`src/rtl/osd_text_ctrl_if.sv`:
```
// Host command channel plus the controller's port of the dual-port text RAM.
// The master side is the host and RAM; the slave side is the controller.
interface osd_text_ctrl_if #(
  parameter int ADDR_W = 11
) ();
  logic              cmd_valid;
  logic              cmd_ready;
  logic [1:0]        cmd_op;
  logic [15:0]       cmd_data;
  logic [ADDR_W-1:0] ram_addr;
  logic              ram_we;
  logic [7:0]        ram_wdata;
  logic [7:0]        ram_rdata;

  modport master (
    output cmd_valid, cmd_op, cmd_data, ram_rdata,
    input  cmd_ready, ram_addr, ram_we, ram_wdata
  );

  modport slave (
    input  cmd_valid, cmd_op, cmd_data, ram_rdata,
    output cmd_ready, ram_addr, ram_we, ram_wdata
  );
endinterface

```
`src/rtl/osd_text_ctrl.sv`:
```
// OSD text-buffer command sequencer: cursor tracking, put-char, clear and scroll-up sequences.
// Commands are accepted in IDLE only; clear takes COLS*ROWS cycles, scroll 2*(ROWS-1)*COLS+COLS.
module osd_text_ctrl #(
  parameter int          COLS     = 40,
  parameter int          ROWS     = 30,
  parameter int          ADDR_W   = 11,
  parameter logic [7:0]  CLR_CHAR = 8'h20
) (
  input  logic        clk,
  input  logic        reset,
  osd_text_ctrl_if.slave bus,
  output logic [5:0]  cur_col,
  output logic [4:0]  cur_row,
  output logic        busy
);

  typedef enum logic [2:0] {IDLE, PUT, CLEAR, SCR_RD, SCR_WR, SCR_FILL} state_t;

  localparam logic [ADDR_W-1:0] COLS_A    = ADDR_W'(COLS);
  localparam logic [ADDR_W-1:0] LAST_A    = ADDR_W'(COLS * ROWS - 1);
  localparam logic [ADDR_W-1:0] MV_LAST_A = ADDR_W'((ROWS - 1) * COLS - 1);
  localparam logic [5:0]        COL_MAX   = 6'(COLS - 1);
  localparam logic [4:0]        ROW_MAX   = 5'(ROWS - 1);

  state_t            state_q, state_d;
  logic [5:0]        col_q, col_d;
  logic [4:0]        row_q, row_d;
  logic [ADDR_W-1:0] addr_q, addr_d;
  logic [7:0]        char_q, char_d;
  logic [ADDR_W-1:0] cursor_addr;
  logic              unused_data;

  assign unused_data = ^bus.cmd_data[15:13];
  assign cursor_addr = ADDR_W'(row_q) * COLS_A + ADDR_W'(col_q);

  always_ff @(posedge clk) begin
    if (reset) begin
      state_q <= IDLE;
      col_q   <= '0;
      row_q   <= '0;
      addr_q  <= '0;
      char_q  <= '0;
    end else begin
      state_q <= state_d;
      col_q   <= col_d;
      row_q   <= row_d;
      addr_q  <= addr_d;
      char_q  <= char_d;
    end
  end

  always_comb begin
    state_d = state_q;
    col_d   = col_q;
    row_d   = row_q;
    addr_d  = addr_q;
    char_d  = char_q;
    case (state_q)
      IDLE: begin
        if (bus.cmd_valid) begin
          case (bus.cmd_op)
            2'b00: begin
              if (bus.cmd_data[7:0] == 8'h0D) begin
                col_d = '0;
              end else if (bus.cmd_data[7:0] == 8'h0A) begin
                col_d = '0;
                if (row_q == ROW_MAX) begin
                  state_d = SCR_RD;
                  addr_d  = '0;
                end else begin
                  row_d = row_q + 5'd1;
                end
              end else begin
                state_d = PUT;
                addr_d  = cursor_addr;
                char_d  = bus.cmd_data[7:0];
              end
            end
            2'b01: begin
              col_d = (bus.cmd_data[5:0]  > COL_MAX) ? COL_MAX : bus.cmd_data[5:0];
              row_d = (bus.cmd_data[12:8] > ROW_MAX) ? ROW_MAX : bus.cmd_data[12:8];
            end
            2'b10: begin
              state_d = CLEAR;
              addr_d  = '0;
            end
            default: begin
              state_d = SCR_RD;
              addr_d  = '0;
            end
          endcase
        end
      end
      PUT: begin
        state_d = IDLE;
        if (col_q == COL_MAX) begin
          col_d = '0;
          // Wrapping off the bottom row starts an automatic scroll; cursor stays on last row.
          if (row_q == ROW_MAX) begin
            state_d = SCR_RD;
            addr_d  = '0;
          end else begin
            row_d = row_q + 5'd1;
          end
        end else begin
          col_d = col_q + 6'd1;
        end
      end
      CLEAR: begin
        if (addr_q == LAST_A) begin
          state_d = IDLE;
          col_d   = '0;
          row_d   = '0;
        end else begin
          addr_d = addr_q + 1'b1;
        end
      end
      SCR_RD: state_d = SCR_WR;
      SCR_WR: begin
        // The step past the last moved cell lands exactly on the first fill address.
        addr_d  = addr_q + 1'b1;
        state_d = (addr_q == MV_LAST_A) ? SCR_FILL : SCR_RD;
      end
      SCR_FILL: begin
        if (addr_q == LAST_A) state_d = IDLE;
        else                  addr_d  = addr_q + 1'b1;
      end
      default: state_d = IDLE;
    endcase
  end

  always_comb begin
    bus.ram_addr  = '0;
    bus.ram_we    = 1'b0;
    bus.ram_wdata = '0;
    case (state_q)
      PUT: begin
        bus.ram_addr  = addr_q;
        bus.ram_we    = 1'b1;
        bus.ram_wdata = char_q;
      end
      CLEAR, SCR_FILL: begin
        bus.ram_addr  = addr_q;
        bus.ram_we    = 1'b1;
        bus.ram_wdata = CLR_CHAR;
      end
      SCR_RD: bus.ram_addr = addr_q + COLS_A;
      SCR_WR: begin
        bus.ram_addr  = addr_q;
        bus.ram_we    = 1'b1;
        bus.ram_wdata = bus.ram_rdata;
      end
      default: ;
    endcase
  end

  assign bus.cmd_ready = (state_q == IDLE);
  assign busy          = (state_q == CLEAR) || (state_q == SCR_RD) ||
                         (state_q == SCR_WR) || (state_q == SCR_FILL);
  assign cur_col       = col_q;
  assign cur_row       = row_q;

endmodule
```
`src/flat_wrapper.sv`:
```
// flat-port wrapper written by rule: the top's interface ports become plain ports
module osd_text_ctrl_flat 
#(
  parameter int          COLS     = 40,
  parameter int          ROWS     = 30,
  parameter int          ADDR_W   = 11,
  parameter logic [7:0]  CLR_CHAR = 8'h20
)
  (clk, reset, cur_col, cur_row, busy, bus_cmd_valid, bus_cmd_op, bus_cmd_data, bus_ram_rdata, bus_cmd_ready, bus_ram_addr, bus_ram_we, bus_ram_wdata);
  osd_text_ctrl_if #(.ADDR_W(ADDR_W)) bus_i ();
  input  logic clk;
  input  logic reset;
  output logic [5:0] cur_col;
  output logic [4:0] cur_row;
  output logic busy;
  input wire logic [$bits(bus_i.cmd_valid)-1:0] bus_cmd_valid;
  input wire logic [$bits(bus_i.cmd_op)-1:0] bus_cmd_op;
  input wire logic [$bits(bus_i.cmd_data)-1:0] bus_cmd_data;
  input wire logic [$bits(bus_i.ram_rdata)-1:0] bus_ram_rdata;
  output wire logic [$bits(bus_i.cmd_ready)-1:0] bus_cmd_ready;
  output wire logic [$bits(bus_i.ram_addr)-1:0] bus_ram_addr;
  output wire logic [$bits(bus_i.ram_we)-1:0] bus_ram_we;
  output wire logic [$bits(bus_i.ram_wdata)-1:0] bus_ram_wdata;
  assign bus_i.cmd_valid = bus_cmd_valid;
  assign bus_i.cmd_op = bus_cmd_op;
  assign bus_i.cmd_data = bus_cmd_data;
  assign bus_i.ram_rdata = bus_ram_rdata;
  assign bus_cmd_ready = bus_i.cmd_ready;
  assign bus_ram_addr = bus_i.ram_addr;
  assign bus_ram_we = bus_i.ram_we;
  assign bus_ram_wdata = bus_i.ram_wdata;
  osd_text_ctrl #(.COLS(COLS), .ROWS(ROWS), .ADDR_W(ADDR_W), .CLR_CHAR(CLR_CHAR)) u_core (.clk(clk), .reset(reset), .bus(bus_i), .cur_col(cur_col), .cur_row(cur_row), .busy(busy));
endmodule
```
`config.mk`:
```
export PLATFORM = sky130hd
export DESIGN_NAME = osd_text_ctrl_flat
export DESIGN_NICKNAME = d
export VERILOG_FILES = /design/src/rtl/osd_text_ctrl_if.sv /design/src/rtl/osd_text_ctrl.sv /design/src/flat_wrapper.sv
export SDC_FILE = /design/constraint.sdc
export NUM_CORES = 1
export LEC_CHECK = 0
export ABC_AREA = 0
export BUFFER_PORTS_ARGS = -buffer_cell sky130_fd_sc_hd__clkbuf_2
export CORE_MARGIN = 2
export CORE_UTILIZATION = 40
export CTS_CLUSTER_DIAMETER = 120
export DETAILED_ROUTE_END_ITERATION = 10
export HOLD_SLACK_MARGIN = 0.08
export PLACE_DENSITY = 0.68
export SLEW_MARGIN = 20
export SYNTH_ARGS = -nofsm -noshare
export SYNTH_HDL_FRONTEND = slang
export SYNTH_SLANG_ARGS = --single-unit
export TNS_END_PERCENT = 50
```
`constraint.sdc`:
```
create_clock -name clk -period 7.4 [get_ports clk]
set_clock_uncertainty 0.2 [all_clocks]
set_input_delay 0.37 -clock clk [delete_from_list [all_inputs] [get_ports clk]]
set_output_delay 0.37 -clock clk [all_outputs]
set_load 0.05 [all_outputs]
```
# [After elaboration in Yosys (flattened, before gate mapping)]
# Cells that the tools add are included.
[word_totals] regBits=33 in_bits=29 output_inout_bits=33 word_cells=91
[op_classes] addsub=5 mul=1 n_lt_le_gt_ge=2 eq_ne=24 muxes=38 bitwise_logic=2 reduce_logical=14
[op_table] operator="$mux 11" count=6
[op_table] operator="$pmux 11 s2" count=2
[op_table] operator="$pmux 11 s4" count=1
[op_table] operator="$mux 6" count=6
[op_table] operator="$mux 5" count=7
[op_table] operator="$pmux 8 s3" count=1
[op_table] operator="$eq 11x11->1 const B" count=2
[op_table] operator="$mux 3" count=7
[op_table] operator="$pmux 6 s3" count=1
[op_table] operator="$eq 8x4->1 const B" count=2
[op_table] operator="$pmux 3 s5" count=1
[op_table] operator="$pmux 5 s3" count=1
[op_table] operator="$reduce_and 5->1" count=3
[op_table] operator="$pmux 6 s2" count=1
[op_table] operator="$add 11x1->11 const B" count=1
[op_table] operator="$add 11x6->11" count=1
[op_table] operator="$add 11x6->11 const B" count=1
[op_table] operator="$pmux 5 s2" count=1
[op_table] operator="$pmux 3 s3" count=1
[op_table] operator="$mul 5x3->8 const B" count=1
[op_table] operator="$reduce_and 7->1" count=1
[op_table] operator="$add 6x1->6 const B" count=1
[op_table] operator="$eq 3x2->1 const B" count=2
[op_table] operator="$eq 3x3->1 const B" count=2
[op_table] operator="other kinds (26)" count=33

# [Depth between registers and ports, before layout]
# Gate-level depths: netlist of the first run.
[logic_depth] ltp_word=7 mapped_depth=10 depth_no_buf=8

# [Worst setup path after synthesis of the first run]
# Ideal clock, no wire load.
[synth_timing] path_type="reg-to-output" start="register u_core.state_q[1]" end="output bus_ram_addr[9]" t_arrival_ns=2.810 required_ns=6.830 path_slack_ns=4.020 stages_incl_launch_ff=5 n_path_buf=2 path_cell_list="dfxtp_1 -> buf_2 -> buf_1 -> nand2_1 -> o41ai_1"
[synth_via] elab_chain_cells=3 word_cells_on_any_way=7 classes_between="eq/ne (5); mux (1); reduce/logical (1)"
[synth_rtl] item="start: declaration" line="osd_text_ctrl.sv:25" text="state_t state_q, state_d;"
[synth_rtl] item="start signal: assignment" line="osd_text_ctrl.sv:44" text="state_q <= state_d;"
[synth_rtl] item="$eq 3x1->1, or another cell as far along" line="osd_text_ctrl.sv:136" text="case (state_q)"
[synth_rtl] item="$reduce_or 4->1 (no source line)"
[synth_rtl] item="$pmux 11 s2 *" line="osd_text_ctrl.sv:136"
[synth_rtl] item="end: declaration" line="flat_wrapper.sv:21" text="output wire logic [$bits(bus_i.ram_addr)-1:0] bus_ram_addr;"
# Every way passes the cells marked *; elsewhere a longest branch is shown, timed or not.

# [Worst setup path after layout of the first run]
[layout_timing] start="register u_core.state_q[0]" end="output bus_ram_addr[9]"
# The elaborated chain is that of the path after synthesis.

==> results.sh, run 1 <==
export IMPL_synthToLayoutAreaGrowth_pct=13.6
export IMPL_cp_start_kind="flop"
export IMPL_arrival_ps=2910
export IMPL_cts_root_buf="clkbuf_8"
export IMPL_drive_gt1_share_pct=20.0
export IMPL_diodes=0
export IMPL_dr_total_vias=3130
export IMPL_cts_setup_buffers=0
export IMPL_wire_per_inst_um=15.9
export IMPL_setup_viol=0
export IMPL_place_congestion=0.864
export IMPL_p_leak_uw=0.00140
export IMPL_syn_avg_cell_area_um2=7.56
export IMPL_cts_hold_buf=0
export IMPL_clockBufferDepth=2
export IMPL_drtAntennaViolNets=0
export IMPL_power_density_nw_per_um2=178
export IMPL_fillers=758
export IMPL_synth_area_top_cells="dfxtp_1, nor2_1, ha_1"
export IMPL_critPathKind="reg -> out"
export IMPL_syn_nets=434
export IMPL_yosysWarningCount=0
export IMPL_synthesis_area_um2=2940
export IMPL_grt_use_total_pct=20.7
export IMPL_grt_pass1_wl_mm=14.0
export IMPL_drt_iter0_markers=206
export IMPL_fin_crit_ps=3480
export IMPL_synth_largest_area_cell="dfxtp_1"
export IMPL_cts_resized_gates=0
export IMPL_routed_wl_mm=8.42
export IMPL_die_height_um=89.7
export IMPL_vias_per_cell=5.91
export IMPL_clk_pin_slew_ps=70
export IMPL_cts_htree_levels=2
export IMPL_drt_first_pass_iters=5
export IMPL_dpl_instance_area_um2=3240
export IMPL_dp_slack_ps=4250
export IMPL_die_w_um=89.7
export IMPL_slew_viol_final=0
export IMPL_synth_edf_count=0
export IMPL_grt_overflow=0
export IMPL_rsz0062_at_grt="false"
export IMPL_fp_row_count=31
export IMPL_critPathCaptureType="output port"
export IMPL_design_area_um2=3340
export IMPL_timing_hold_violations_final=0
export IMPL_cts_made_buffers=5
export IMPL_ys_seq_elements=33
export IMPL_fin_ws_ps=3920
export IMPL_critPathMaxFanout=20
export IMPL_min_path_type="in -> reg"
export IMPL_port_buffers=58
export IMPL_grt_max_degree=35
export IMPL_fmax_mhz=287
export IMPL_worst_skew_pair_late_latency_ps=300
export IMPL_post_dp_hpwl_mm=6.28
export IMPL_start_util_pct=41.0
export IMPL_io_pins=62
export IMPL_slew_limit_headroom_pct=41.3
export IMPL_crit_required_ps=6830
export IMPL_synthDistinctLibCells=70
export IMPL_layout_worst_path_cycle_share_pct=47.0
export IMPL_yosysSeqAreaShare_pct=22.5
export IMPL_drc=0
export IMPL_cap_violations=0
export IMPL_syn_inst=389
export IMPL_nets=475
export IMPL_antenna_found_initial=0
export IMPL_ys_flop_type="dfxtp_1"
export IMPL_status="completed"
export IMPL_tightest_slew_ps=880
export IMPL_clock_sinks=33
export IMPL_grt_pass1_vias=2879
export IMPL_setup_tns_ps=0
export IMPL_die_area_um2=8050
export IMPL_netlist_area_leader_share_pct=22.5
export IMPL_ir_worst_vdd_mv=0.0938
export IMPL_cts_tree="done"
export IMPL_synthArstFlopShare_pct=0
export IMPL_core_area_um2=7180
==> state kept, by name (all words and copies together), names as in the netlist <==
register	flops
u_core.state_q	3
u_core.cur_col	6
u_core.char_q	8
u_core.addr_q	11
u_core.cur_row	5
==> routing by layer <==
metal / wire length [um] / part of all wire (%) / global-route usage [%]
met1: 3790 / 45 / 26.5
met2: 4120 / 49 / 36.4
met3: 420 / 5.0 / 3.69
met4: 95 / 1.1 / 4.87
met5: 0 / 0 / 0
==> worst paths after layout <==
path                            cells past startpoint                end  slack [ps]               from
worst max-delay path                                4    bus_ram_addr[9]        3920  u_core.state_q[0]
worst min-delay path                                3   u_core.char_q[7]         120    bus_cmd_data[7]
worst max register to register                      6  u_core.cur_row[0]        4580  u_core.state_q[1]
worst min register to register                      2   u_core.char_q[5]         270   u_core.char_q[5]
==> area by class of cell <==
| type | instances | area (um^2) | area share (%) |
|---|---|---|---|
| Clock inverter | 1 | 5.00 | 0.150 |
| Sequential cell | 33 | 661 | 19.8 |
| Inverter | 14 | 52.6 | 1.57 |
| Clock buffer | 7 | 96.3 | 2.89 |
| Timing Repair Buffer | 58 | 290 | 8.70 |
| Multi-Input combinational cell | 318 | 2110 | 63.2 |
| Tap cell | 99 | 124 | 3.71 |
==> Yosys cell counts (3+ instances only) <==
cell type and number:
o21a_1 3, a211oi_1 6, ha_1 14, nand3_1 15
nor2b_1 7, dfxtp_1 33, a21oi_1 34, buf_2 8
and3_1 5, a21o_1 6, nor2_1 55, a22oi_1 13
xnor2_1 4, mux2i_1 6, o22ai_1 3, or2_2 3
nor3_1 8, xor2_1 8, inv_1 14, clkbuf_1 11
a22o_1 3, o31ai_1 3, nand4_1 5, o21ai_0 19
and2_1 6, o32ai_1 8, nor4_1 3, nand2_1 29
nor3b_1 5
==> worst max-delay path: stages, from the launching register on <==
cell	delay [ps]
dfxtp_1	800
nor2b_1	700
nand2_1	330
o41ai_1	440
clkbuf_2	340
==> cell families after synthesis <==
logic type,after synthesis,synth area share (%)
compound gates,126,30.7
flops,33,22.5
fa+ha+maj,16,7.32
buf+inv,38,5.75
mux,6,2.04
simple gates,158,28.2
xor+xnor,12,3.58
==> layout by cell type, fill, tap and decap left out, types with 4 or more instances in the layout <==
master / n
o32ai_1: 8
mux2i_1: 6
inv_1: 14
xnor2_1: 4
a211oi_1: 6
clkbuf_8: 7
nand4_1: 5
nor3b_1: 5
and2_1: 6
nor2_1: 55
clkbuf_2: 58
nand3_1: 15
and3_1: 5
nand2_1: 29
nor2b_1: 7
nor3_1: 8
ha_1: 14
a22oi_1: 13
a21o_1: 6
a21oi_1: 34
xor2_1: 8
dfxtp_1: 33
o21ai_0: 19
==> per-stage QoR <==
| step | power [uW] | utilization, % | hold WS, ps | instances |
|---|---|---|---|---|
| 2_1_floorplan | 390 | - | 237 | 389 |
| 3_3_place_gp | 436 | 45.1 | 256 | 522 |
| 3_5_place_dp | 440 | 45.1 | 260 | 522 |
| 4_1_cts | 595 | 46.5 | 127 | 530 |
| 5_1_grt | 626 | 46.5 | 136 | 530 |
| 6_report | 594 | 46.5 | 123 | 530 |
==> where the power goes <==
part | switching, uW | internal [uW] | leakage (uW)
Combinational | 147 | 74.5 | 0.00108
Clock | 71.9 | 84.1 | 0.0000542
Sequential | 28.4 | 188 | 0.000268
Power figures use the tool's default switching activity.
==> run 2: changes to the inputs <==
--- a/config.mk
+++ b/config.mk
@@ -12,7 +12,7 @@
 export CTS_CLUSTER_DIAMETER = 120
 export DETAILED_ROUTE_END_ITERATION = 10
 export HOLD_SLACK_MARGIN = 0.08
-export PLACE_DENSITY = 0.68
+export PLACE_DENSITY = 0.7
 export SLEW_MARGIN = 20
 export SYNTH_ARGS = -nofsm -noshare
 export SYNTH_HDL_FRONTEND = slang
==> constraint.sdc (replaced) <==
create_clock -name clk -period 3 [get_ports clk]
set_clock_uncertainty 0.2 [all_clocks]
set_input_delay 0.15 -clock clk [delete_from_list [all_inputs] [get_ports clk]]
set_output_delay 0.15 -clock clk [all_outputs]
set_load 0.05 [all_outputs]
==> results.sh, run 2 (synthesized netlist as in run 1, its figures left out) <==
export IMPL_wire_per_inst_um=15.5
export IMPL_wl_met1_mm=3.83
export IMPL_synthToLayoutAreaGrowth_pct=20.7
export IMPL_rsz0062_at_grt="false"
export IMPL_slew_limit_headroom_pct=46.5
export IMPL_final_cell_mix="clkbuf_2, nor2_1, a21oi_1"
export IMPL_cts_tree="done"
export IMPL_routed_wl_mm=8.56
export IMPL_dp_cells=533
export IMPL_die_area_um2=8050
export IMPL_grt_use_total_pct=21.3
export IMPL_place_congestion=0.874
export IMPL_diodes=0
export IMPL_wl_met2_mm=4.13
export IMPL_port_buffers=58
export IMPL_r2r_cells=8
export IMPL_grt_pass1_wl_mm=14.4
export IMPL_cts_hold_buf=12
export IMPL_drive_gt1_share_pct=21.6
export IMPL_critPathKind="reg -> reg"
export IMPL_min_path_type="in -> reg"
export IMPL_rrSetupSlack_ps=320
export IMPL_ir_worst_vdd_mv=0.197
export IMPL_worst_skew_pair_late_latency_ps=300
export IMPL_die_height_um=89.7
export IMPL_total_power_uw=1510
export IMPL_fmax_mhz=373
export IMPL_drt_iter0_markers=212
export IMPL_clk_pin_slew_ps=70
export IMPL_antenna_found_initial=0
export IMPL_vias_per_cell=5.70
export IMPL_grt_pass1_vias=2993
export IMPL_drt_first_pass_iters=5
export IMPL_drc=0
export IMPL_hold_start="bus_cmd_data[8]"
export IMPL_critPathCaptureType="flop"
export IMPL_io_pins=62
export IMPL_holdPathEnd="u_core.cur_row[0]"
export IMPL_cp_start_kind="flop"
export IMPL_top_layer="met4"
export IMPL_cap_violations=0
export IMPL_layout_worst_path_cycle_share_pct=89.2
export IMPL_timing_hold_violations_final=0
export IMPL_power_density_nw_per_um2=425
export IMPL_cts_setup_buffers=0
export IMPL_grt_max_degree=35
export IMPL_dp_slack_ps=366
export IMPL_post_dp_hpwl_mm=6.42
export IMPL_cts_resized_gates=0
export IMPL_start_util_pct=41.0
export IMPL_met3_length_um=491
export IMPL_cts_root_buf="clkbuf_8"
export IMPL_drtAntennaViolNets=0
export IMPL_setup_viol=0
export IMPL_dr_total_vias=3151
export IMPL_top_register="u_core.addr_q"
export IMPL_grt_overflow=0
export IMPL_die_w_um=89.7
export IMPL_arrival_ps=2640
export IMPL_fin_crit_ps=2680
export IMPL_fp_row_count=31
export IMPL_core_area_um2=7180
export IMPL_rr_startpoint="u_core.cur_row[3]"
export IMPL_slew_viol_final=0
export IMPL_nets=498
export IMPL_tightest_slew_ps=802
export IMPL_largest_register_ff_count=11
export IMPL_worst_hold_slack_ps=74.6
export IMPL_setup_tns_ps=0
export IMPL_fillers=694
export IMPL_p_leak_uw=0.00151
export IMPL_final_common_cell="clkbuf_2"
export IMPL_critPathMaxFanout=9
export IMPL_crit_required_ps=2960
export IMPL_clockBufferDepth=2
export IMPL_rr_endpoint="u_core.addr_q[9]"
export IMPL_fin_ws_ps=323
export IMPL_cts_htree_levels=2
export IMPL_cts_made_buffers=5
export IMPL_instances_no_fill=553
export IMPL_status="completed"
export IMPL_clock_sinks=33
export IMPL_hold_path_depth=5
## run 2: changes by cell type in the layout (fill, tap and decap cells not counted), sizes merged
cell and delta:
dlygate4sd3 +12, buf +11
## run 2: cell type report
| class | instances | area [um^2] | area share (%) |
|---|---|---|---|
| Clock buffer | 7 | 96.3 | 2.72 |
| Clock inverter | 1 | 5.00 | 0.141 |
| Inverter | 14 | 52.6 | 1.48 |
| Multi-Input combinational cell | 318 | 2120 | 59.7 |
| Sequential cell | 33 | 661 | 18.6 |
| Tap cell | 99 | 124 | 3.49 |
| Timing Repair Buffer | 81 | 493 | 13.9 |
## run 2: power by group
part	internal (uW)	switching, uW
registers	464	47.6
clock network	208	183
logic	214	394
## run 2: worst max path at each step
stage	from	to	slack (ps)	cells past startpoint
after floorplan	u_core.cur_row[1]	u_core.addr_q[9]	170	8
after global placement	u_core.cur_row[3]	u_core.addr_q[9]	400	8
after detailed placement	u_core.cur_row[3]	u_core.addr_q[9]	370	8
after CTS	u_core.cur_row[3]	u_core.addr_q[9]	340	8
after global routing	u_core.cur_row[3]	u_core.addr_q[9]	130	8
final	u_core.cur_row[3]	u_core.addr_q[9]	320	8
## run 2: critical path: stages (launching register included)
cell     delay (ps)
dfxtp_1         490
ha_1            300
ha_1            230
fa_1            410
xor2_1          260
nor3b_1         280
xor2_1          100
a21oi_1         190
o32ai_2         100
## run 2: stage by stage
step	instance area (um^2)	utilization, %
6_report	3550	49.5
3_3_place_gp	3330	46.4
5_1_grt	3550	49.5
2_1_floorplan	2950	-
4_1_cts	3550	49.5
3_5_place_dp	3330	46.4
## run 2: per-layer routing
metal	vias to the layer above	global-route usage (%)
met5	-	0
met4	0	6.79
met3	10	3.86
met2	100	36.7
met1	1474	27.2
li1	1567	-
